## config.mk

```make
export PLATFORM = sky130hd
export DESIGN_NAME = mem_port_arbiter_flat
export DESIGN_NICKNAME = d
export VERILOG_FILES = /design/src/rtl/mem_port_arbiter_if.sv /design/src/rtl/mem_port_arbiter.sv /design/src/flat_wrapper.sv
export SDC_FILE = /design/constraint.sdc
export NUM_CORES = 1
export LEC_CHECK = 0
export ABC_AREA = 1
export CAP_MARGIN = 20
export CORE_MARGIN = 10
export CORE_UTILIZATION = 41
export CTS_CLUSTER_SIZE = 20
export DETAILED_ROUTE_END_ITERATION = 6
export PLACE_DENSITY = 0.91
export REMOVE_ABC_BUFFERS = 1
export SLEW_MARGIN = 5
export SYNTH_ARGS = -nofsm -noshare
export SYNTH_HDL_FRONTEND = slang
export SYNTH_SLANG_ARGS = --single-unit
export TNS_END_PERCENT = 30
```

## constraint.sdc

```tcl
create_clock -name clk -period 4.25 [get_ports clk]
set_input_delay 0.425 -clock clk [delete_from_list [all_inputs] [get_ports clk]]
set_output_delay 0.425 -clock clk [all_outputs]
set_load 0.005 [all_outputs]
```

## src/rtl/mem_port_arbiter_if.sv

```systemverilog
// Handshake bundle between the fetch/load-store requesters, the shared-port arbiter and the memory.
// The arbiter uses the slave view; the environment (requesters plus memory) uses the master view.
interface mem_port_arbiter_if;
  logic        i_req;
  logic [31:0] i_addr;
  logic        i_done;
  logic [31:0] i_rdata;
  logic        i_err;

  logic        d_req;
  logic        d_we;
  logic [31:0] d_addr;
  logic [31:0] d_wdata;
  logic [3:0]  d_wmask;
  logic [3:0]  d_rmask;
  logic        d_done;
  logic [31:0] d_rdata;
  logic        d_err;

  logic        mem_req;
  logic        mem_we;
  logic [31:0] mem_addr;
  logic [31:0] mem_wdata;
  logic [3:0]  mem_wmask;
  logic [3:0]  mem_rmask;
  logic        mem_ack;
  logic [31:0] mem_rdata;

  logic        busy;

  modport slave (
    input  i_req, i_addr, d_req, d_we, d_addr, d_wdata, d_wmask, d_rmask, mem_ack, mem_rdata,
    output i_done, i_rdata, i_err, d_done, d_rdata, d_err,
           mem_req, mem_we, mem_addr, mem_wdata, mem_wmask, mem_rmask, busy
  );

  modport master (
    output i_req, i_addr, d_req, d_we, d_addr, d_wdata, d_wmask, d_rmask, mem_ack, mem_rdata,
    input  i_done, i_rdata, i_err, d_done, d_rdata, d_err,
           mem_req, mem_we, mem_addr, mem_wdata, mem_wmask, mem_rmask, busy
  );
endinterface

```

## src/rtl/mem_port_arbiter.sv

```systemverilog
// Arbitrates one multi-cycle memory port between instruction fetch (I) and load/store (D),
// with starvation-limited data priority, a one-cycle done pulse and a hung-access timeout.
module mem_port_arbiter #(
  parameter int STARVE_LIM = 4,
  parameter int TIMEOUT    = 16,
  parameter int CNT_W      = 5
) (
  input  logic              clk,
  input  logic              rst,
  mem_port_arbiter_if.slave bus
);
  typedef enum logic [2:0] {
    IDLE   = 3'd0,
    BUSY_I = 3'd1,
    BUSY_D = 3'd2,
    DONE_I = 3'd3,
    DONE_D = 3'd4
  } state_t;

  localparam logic [CNT_W-1:0] STARVE_C = CNT_W'(STARVE_LIM);
  localparam logic [CNT_W-1:0] TMO_LAST = CNT_W'(TIMEOUT - 1);

  state_t           state_q, state_d;
  logic [CNT_W-1:0] starve_q, starve_d;
  logic [CNT_W-1:0] tmo_q, tmo_d;
  logic             we_q, we_d;
  logic [31:0]      addr_q, addr_d;
  logic [31:0]      wdata_q, wdata_d;
  logic [3:0]       wmask_q, wmask_d;
  logic [3:0]       rmask_q, rmask_d;
  logic [31:0]      rdata_q, rdata_d;
  logic             err_q, err_d;
  logic             grant_d, grant_i;

  always_ff @(posedge clk or posedge rst) begin
    if (rst) begin
      state_q  <= IDLE;
      starve_q <= '0;
      tmo_q    <= '0;
      we_q     <= 1'b0;
      addr_q   <= '0;
      wdata_q  <= '0;
      wmask_q  <= '0;
      rmask_q  <= '0;
      rdata_q  <= '0;
      err_q    <= 1'b0;
    end else begin
      state_q  <= state_d;
      starve_q <= starve_d;
      tmo_q    <= tmo_d;
      we_q     <= we_d;
      addr_q   <= addr_d;
      wdata_q  <= wdata_d;
      wmask_q  <= wmask_d;
      rmask_q  <= rmask_d;
      rdata_q  <= rdata_d;
      err_q    <= err_d;
    end
  end

  always_comb begin
    state_d  = state_q;
    starve_d = starve_q;
    tmo_d    = tmo_q;
    we_d     = we_q;
    addr_d   = addr_q;
    wdata_d  = wdata_q;
    wmask_d  = wmask_q;
    rmask_d  = rmask_q;
    rdata_d  = rdata_q;
    err_d    = err_q;
    // D wins unless I is also waiting and has already lost STARVE_LIM times in a row.
    grant_d  = (state_q == IDLE) && bus.d_req && (!bus.i_req || (starve_q < STARVE_C));
    grant_i  = (state_q == IDLE) && bus.i_req && !grant_d;

    case (state_q)
      IDLE: begin
        tmo_d = '0;
        if (grant_d) begin
          state_d = BUSY_D;
          we_d    = bus.d_we;
          addr_d  = bus.d_addr;
          wdata_d = bus.d_wdata;
          wmask_d = bus.d_wmask;
          rmask_d = bus.d_rmask;
          if (bus.i_req && (starve_q != '1)) starve_d = starve_q + 1'b1;
        end else if (grant_i) begin
          state_d  = BUSY_I;
          we_d     = 1'b0;
          addr_d   = bus.i_addr;
          wdata_d  = '0;
          wmask_d  = '0;
          rmask_d  = 4'hF;
          starve_d = '0;
        end
      end
      BUSY_I, BUSY_D: begin
        // An ack landing on the final timeout cycle still counts as a normal completion.
        if (bus.mem_ack) begin
          rdata_d = we_q ? 32'h0 : bus.mem_rdata;
          err_d   = 1'b0;
          tmo_d   = '0;
          state_d = (state_q == BUSY_I) ? DONE_I : DONE_D;
        end else if (tmo_q == TMO_LAST) begin
          rdata_d = '0;
          err_d   = 1'b1;
          tmo_d   = '0;
          state_d = (state_q == BUSY_I) ? DONE_I : DONE_D;
        end else begin
          tmo_d = tmo_q + 1'b1;
        end
      end
      DONE_I, DONE_D: begin
        tmo_d   = '0;
        state_d = IDLE;
      end
      default: state_d = IDLE;
    endcase
  end

  assign bus.mem_req   = (state_q == BUSY_I) || (state_q == BUSY_D);
  assign bus.busy      = (state_q != IDLE);
  assign bus.mem_we    = we_q;
  assign bus.mem_addr  = addr_q;
  assign bus.mem_wdata = wdata_q;
  assign bus.mem_wmask = wmask_q;
  assign bus.mem_rmask = rmask_q;

  assign bus.i_done  = (state_q == DONE_I);
  assign bus.i_rdata = (state_q == DONE_I) ? rdata_q : 32'h0;
  assign bus.i_err   = (state_q == DONE_I) && err_q;
  assign bus.d_done  = (state_q == DONE_D);
  assign bus.d_rdata = (state_q == DONE_D) ? rdata_q : 32'h0;
  assign bus.d_err   = (state_q == DONE_D) && err_q;
endmodule

```

## src/flat_wrapper.sv

```systemverilog
// flat-port wrapper written by rule: the top's interface ports become plain ports
module mem_port_arbiter_flat 
#(
  parameter int STARVE_LIM = 4,
  parameter int TIMEOUT    = 16,
  parameter int CNT_W      = 5
)
  (clk, rst, bus_i_req, bus_i_addr, bus_d_req, bus_d_we, bus_d_addr, bus_d_wdata, bus_d_wmask, bus_d_rmask, bus_mem_ack, bus_mem_rdata, bus_i_done, bus_i_rdata, bus_i_err, bus_d_done, bus_d_rdata, bus_d_err, bus_mem_req, bus_mem_we, bus_mem_addr, bus_mem_wdata, bus_mem_wmask, bus_mem_rmask, bus_busy);
  mem_port_arbiter_if bus_i ();
  input  logic clk;
  input  logic rst;
  input wire logic [$bits(bus_i.i_req)-1:0] bus_i_req;
  input wire logic [$bits(bus_i.i_addr)-1:0] bus_i_addr;
  input wire logic [$bits(bus_i.d_req)-1:0] bus_d_req;
  input wire logic [$bits(bus_i.d_we)-1:0] bus_d_we;
  input wire logic [$bits(bus_i.d_addr)-1:0] bus_d_addr;
  input wire logic [$bits(bus_i.d_wdata)-1:0] bus_d_wdata;
  input wire logic [$bits(bus_i.d_wmask)-1:0] bus_d_wmask;
  input wire logic [$bits(bus_i.d_rmask)-1:0] bus_d_rmask;
  input wire logic [$bits(bus_i.mem_ack)-1:0] bus_mem_ack;
  input wire logic [$bits(bus_i.mem_rdata)-1:0] bus_mem_rdata;
  output wire logic [$bits(bus_i.i_done)-1:0] bus_i_done;
  output wire logic [$bits(bus_i.i_rdata)-1:0] bus_i_rdata;
  output wire logic [$bits(bus_i.i_err)-1:0] bus_i_err;
  output wire logic [$bits(bus_i.d_done)-1:0] bus_d_done;
  output wire logic [$bits(bus_i.d_rdata)-1:0] bus_d_rdata;
  output wire logic [$bits(bus_i.d_err)-1:0] bus_d_err;
  output wire logic [$bits(bus_i.mem_req)-1:0] bus_mem_req;
  output wire logic [$bits(bus_i.mem_we)-1:0] bus_mem_we;
  output wire logic [$bits(bus_i.mem_addr)-1:0] bus_mem_addr;
  output wire logic [$bits(bus_i.mem_wdata)-1:0] bus_mem_wdata;
  output wire logic [$bits(bus_i.mem_wmask)-1:0] bus_mem_wmask;
  output wire logic [$bits(bus_i.mem_rmask)-1:0] bus_mem_rmask;
  output wire logic [$bits(bus_i.busy)-1:0] bus_busy;
  assign bus_i.i_req = bus_i_req;
  assign bus_i.i_addr = bus_i_addr;
  assign bus_i.d_req = bus_d_req;
  assign bus_i.d_we = bus_d_we;
  assign bus_i.d_addr = bus_d_addr;
  assign bus_i.d_wdata = bus_d_wdata;
  assign bus_i.d_wmask = bus_d_wmask;
  assign bus_i.d_rmask = bus_d_rmask;
  assign bus_i.mem_ack = bus_mem_ack;
  assign bus_i.mem_rdata = bus_mem_rdata;
  assign bus_i_done = bus_i.i_done;
  assign bus_i_rdata = bus_i.i_rdata;
  assign bus_i_err = bus_i.i_err;
  assign bus_d_done = bus_i.d_done;
  assign bus_d_rdata = bus_i.d_rdata;
  assign bus_d_err = bus_i.d_err;
  assign bus_mem_req = bus_i.mem_req;
  assign bus_mem_we = bus_i.mem_we;
  assign bus_mem_addr = bus_i.mem_addr;
  assign bus_mem_wdata = bus_i.mem_wdata;
  assign bus_mem_wmask = bus_i.mem_wmask;
  assign bus_mem_rmask = bus_i.mem_rmask;
  assign bus_busy = bus_i.busy;
  mem_port_arbiter #(.STARVE_LIM(STARVE_LIM), .TIMEOUT(TIMEOUT), .CNT_W(CNT_W)) u_core (.clk(clk), .rst(rst), .bus(bus_i));
endmodule
```

# After elaboration in Yosys (flattened, before gate mapping)
# Cells that the tools add are included.
[op_classes]
n_addsub = 2
n_lt_le_gt_ge = 1
n_eq_ne = 9
n_mux = 29
reduce_logical = 22
[ops]
columns = ["cell", "count"]
rows = [
  ["32-bit 2-to-1 mux", 9],
  ["5-bit 2-to-1 mux", 5],
  ["4-bit 2-to-1 mux", 4],
  ["3-bit 2-to-1 mux", 5],
  ["5-bit by 1-bit adder with 5-bit output, second input constant", 2],
  ["5-bit case mux with 2 select lines", 1],
  ["1-bit logical AND", 7],
  ["3-bit by 2-bit equality test with 1-bit output, second input constant", 2],
  ["3-bit case mux with 2 select lines", 1],
  ["2-bit AND reduction", 3],
  ["2-bit nonzero test", 3],
  ["5-bit by 4-bit equality test with 1-bit output, second input constant", 1],
  ["5-bit by 3-bit less-than comparator with 1-bit output, second input constant", 1],
  ["5-bit inequality test, second input constant", 1],
  ["1-bit 2-to-1 mux", 4],
  ["3-bit by 1-bit equality test with 1-bit output, second input constant", 1],
  ["3-bit equality test, second input constant", 1],
  ["3-bit zero test", 1],
  ["3-bit by 1-bit inequality test with 1-bit output, second input constant", 1],
  ["3-bit by 2-bit inequality test with 1-bit output, second input constant", 1],
  ["3-bit AND reduction", 1],
  ["3-bit nonzero test", 1],
  ["3-bit OR reduction", 1],
  ["1-bit zero test", 2],
  ["3 further kinds", 4],
]
[word_totals]
regBits = 119
in_bits = 142
output_inout_bits = 143
word_cells = 73

# Logic depth before layout (Yosys ltp)
[depth]
depth_word = 8
depth_mapped = 9
ltp_nobuf = 9

# Worst setup path before layout
# OpenSTA, ideal clock, no wires.
[synth_path]
kind = "reg-to-output"
from = "register u_core.state_q[0]"
to = "output port bus_d_rdata[10]"
t_arrival_ps = 1194
required_ps = 3825
slack_ps = 2631
stages_incl_launch_ff = 7
n_path_buf = 1
path_cell_list = "dfrtp_1 > nor2_4 > inv_2 > nor2_1 > inv_1 > buf_1 > nor2_1"
[synth_via]
elab_chain_len = 2
[synth_rtl]
columns = ["element", "line_no", "source"]
rows = [
  ["start, declared", "mem_port_arbiter.sv:23", "state_t state_q, state_d;"],
  ["start signal, assigned", "mem_port_arbiter.sv:48", "state_q <= state_d;"],
  ["3-bit equality test", "-", ""],
  ["net bus_d_done", "flat_wrapper.sv:25", "output wire logic [$bits(bus_i.d_done)-1:0] bus_d_done;"],
  ["32-bit 2-to-1 mux", "mem_port_arbiter.sv:133", "assign bus.d_rdata = (state_q == DONE_D) ? rdata_q : 32'h0;"],
  ["end, declared", "flat_wrapper.sv:26", "output wire logic [$bits(bus_i.d_rdata)-1:0] bus_d_rdata;"],
]
# The timed path passes the listed nets, and every way through them passes these cells.

# Worst setup path in the final report
[layout_path]
from = "register u_core.state_q[0]"
to = "output port bus_d_rdata[4]"
[layout_via]
elab_chain_len = 2
[layout_rtl]
columns = ["element", "line_no"]
rows = [
  ["3-bit equality test", "mem_port_arbiter.sv:133"],
  ["32-bit 2-to-1 mux", "mem_port_arbiter.sv:133"],
]
# Every way passes these cells.

==> flow_summary.toml <==
[routing]
dr.pass1.iters = 6
drc = 0
ant_nets = 0
vias_per_cell = 4.87
drt-initial-drc-count = 360
avgRoutedWirePerCell_um = 16.1
vias = 5999
drt-total-wl_um = 19900

[global_route]
antenna_found_initial = 0
grt_use_total_pct = 20.0
grt.overflow.total = 0
grt_max_degree = 76
grt_pass1_wl_um = 32000
grt_pass1_vias = 6032

[power]
total_power_mw = 5.96
power_leakage_nw = 4.44
pwr_density_cell_mw_per_mm2 = 632
peakVddDrop_uv = 406

[synth]
syn-instance-count = 779
synth.area.mux_share_pct = 0
synth_top_family_by_area = "simple AND/OR/NAND/NOR gates"
ys_seq_area_share_pct = 50.3
synth_compound_area_share_pct = 3.76
avgSynthCellArea_sq_um = 7.60
synth-seq-cells = 119
synthXorXnorAreaFrac_pct = 0.296
synth_simple_gate_area_share_pct = 34.7
synthDistinctLibCells = 23
syn_area_sq_mm = 0.00592
synth_warnings = 0
synth_fa_ha_area_share_pct = 0.634

[cts]
numCtsBuffers = 17
cts_sinks = 119
cts-resized-gates = 0
clkLatencyLatePin_ns = 0.41
cts_tree = "done"
holdBufCountCts = 0
cts_buffer_depth = 2
htree_levels = 4
root_buffer = "clkbuf_16"
cts_setup_buffers = 0
clk_pin_slew_ns = 0.05

[setup_path]
crit_path_start_kind = "flop"
cp.required_ns = 3.83
cp_common_cell = "nor2_1"
reg2reg_slack_ns = 1.59
r2r_end = "u_core.bus.mem_rmask[2]"
slowest_stage = "clkdlybuf4s50_1"
path_class = "flop to primary output"
arrival_ns = 2.49
r2r_cells = 9
cp_max_fo = 33
end_kind = "primary output"
crit_path_max_incr_delay_ns = 0.56
path_cells = "nor2_4 > inv_2 > nor2_1 > inv_1 > nor2_1 > clkdlybuf4s50_1"
r2r_start = "u_core.state_q[2]"

[sta]
hold_violations = 0
worstMarginPinSlew_ns = 0.959
fmax_mhz = 344
layout_setup_ws_ns = 1.34
rsz0062_at_grt = "false"
finalSetupViolCount = 0
period_share_pct = 68.5
relSlewSlack_pct = 36.0
period_minus_slack_ns = 2.91
slew_viol_final = 0
finClkSkew_ns = 0.00779
fin_setup_tns_ns = 0

[final_layout]
final_cell_mix = "284 x clkdlybuf4s50_1, 237 x nand2_1, 119 x dfrtp_1"
syn_to_final_growth_pct = 59.3
instances_no_fill = 1233
final_util_pct = 67.4
fill_cells = 1089
insertedDiodeCount = 0
mostFrequentLayoutCell = "clkdlybuf4s50_1"
drive_gt1_share_pct = 4.65
fin_nets = 1186

[min_path]
hold_start = "u_core.starve_q[1]"
hold_end = "u_core.starve_q[1]"
min_path_cells = 2
hold_class = "flop to flop"

[die]
die_w_um = 140
die_area_sq_mm = 0.0196
start_util_pct = 42.3
design.core.area_sq_mm = 0.0140
ioPinCount = 285
rows = 43
die_h_um = 140

[run_status]
status = "completed"

[place]
dp_cells = 1202
hpwlAfterDp_um = 15100
io_buffer_count = 284
post-place-ws_ns = 1.38
gp_congestion = 0.867

[run]
drv_cap = 0
## power by group
group	switching, mW	internal [mW]
Clock	0.483	1.02
Sequential	0.275	1.63
Combinational	1.38	1.18
## per-layer routing
metal  vias to the layer above  part of all wire [%]  GRT usage (%)
li1                       2939                     -              -
met1                      2761                    38           22.1
met2                       270                    49           32.5
met3                        29                    12           10.3
met4                         0                   2.0           6.79
met5                         -                     0              0
## area by class of cell
type	count	area [sq um]	area share, %
Multi-Input combinational cell	519	2350	24.9
Timing Repair Buffer	291	2900	30.8
Clock buffer	22	474	5.03
Tap cell	180	225	2.39
Inverter	93	352	3.73
Sequential cell	119	2980	31.6
Clock inverter	9	148	1.57
## stage by stage
stage          cell area [sq um]  hold slack [ns]
2_1_floorplan               5660            0.446
3_3_place_gp                8790            0.463
3_5_place_dp                8810            0.471
4_1_cts                     9430            0.483
5_1_grt                     9430            0.502
6_report                    9430            0.481
## state kept, by name, indices dropped and copies added (netlist names)
signal                cells
u_core.bus.mem_addr      32
u_core.bus.mem_we         1
u_core.tmo_q              5
u_core.err_q              1
u_core.bus.mem_wdata     32
u_core.rdata_q           32
u_core.bus.mem_rmask      4
u_core.bus.mem_wmask      4
u_core.state_q            3
u_core.starve_q           5
## cells in the mapped netlist, drive strengths merged
library cell,count,share of area (%)
buf,38,3.7
a21oi,4,0.34
clkbuf,10,0.68
ha,3,0.63
o31ai,1,0.13
nand3,111,9.5
dfrtp,119,50
nand3b,32,4.1
nor2,84,5.6
xnor2,1,0.15
o21ai,39,3.3
nand2,241,15
nand4,2,0.21
xor2,1,0.15
inv,93,5.9
## worst max path at each step
stage                              end  slack, ns         startpoint
3_3_place_gp   u_core.bus.mem_rmask[0]       1.45          bus_d_req
5_1_grt                bus_d_rdata[16]       1.10  u_core.state_q[0]
3_5_place_dp   u_core.bus.mem_rmask[2]       1.38          bus_d_req
2_1_floorplan   u_core.bus.mem_addr[0]       0.67                rst
6_report                bus_d_rdata[4]       1.34  u_core.state_q[0]
4_1_cts                 bus_d_rdata[4]       1.27  u_core.state_q[0]
## kinds of logic after synthesis
kind of cell    count (synthesis)
buf+inv                       141
simple gates                  470
xor+xnor                        2
compound gates                 44
flops                         119
fa+ha+maj                       3
## critical path: cells and delay by family (launching register included)
kind | cells | cell delay [ns]
AND/OR/NAND/NOR | 3 | 0.58
flip-flops | 1 | 0.44
buffers and inverters | 3 | 1.04
No activity file was read; power rests on OpenSTA's default activity.
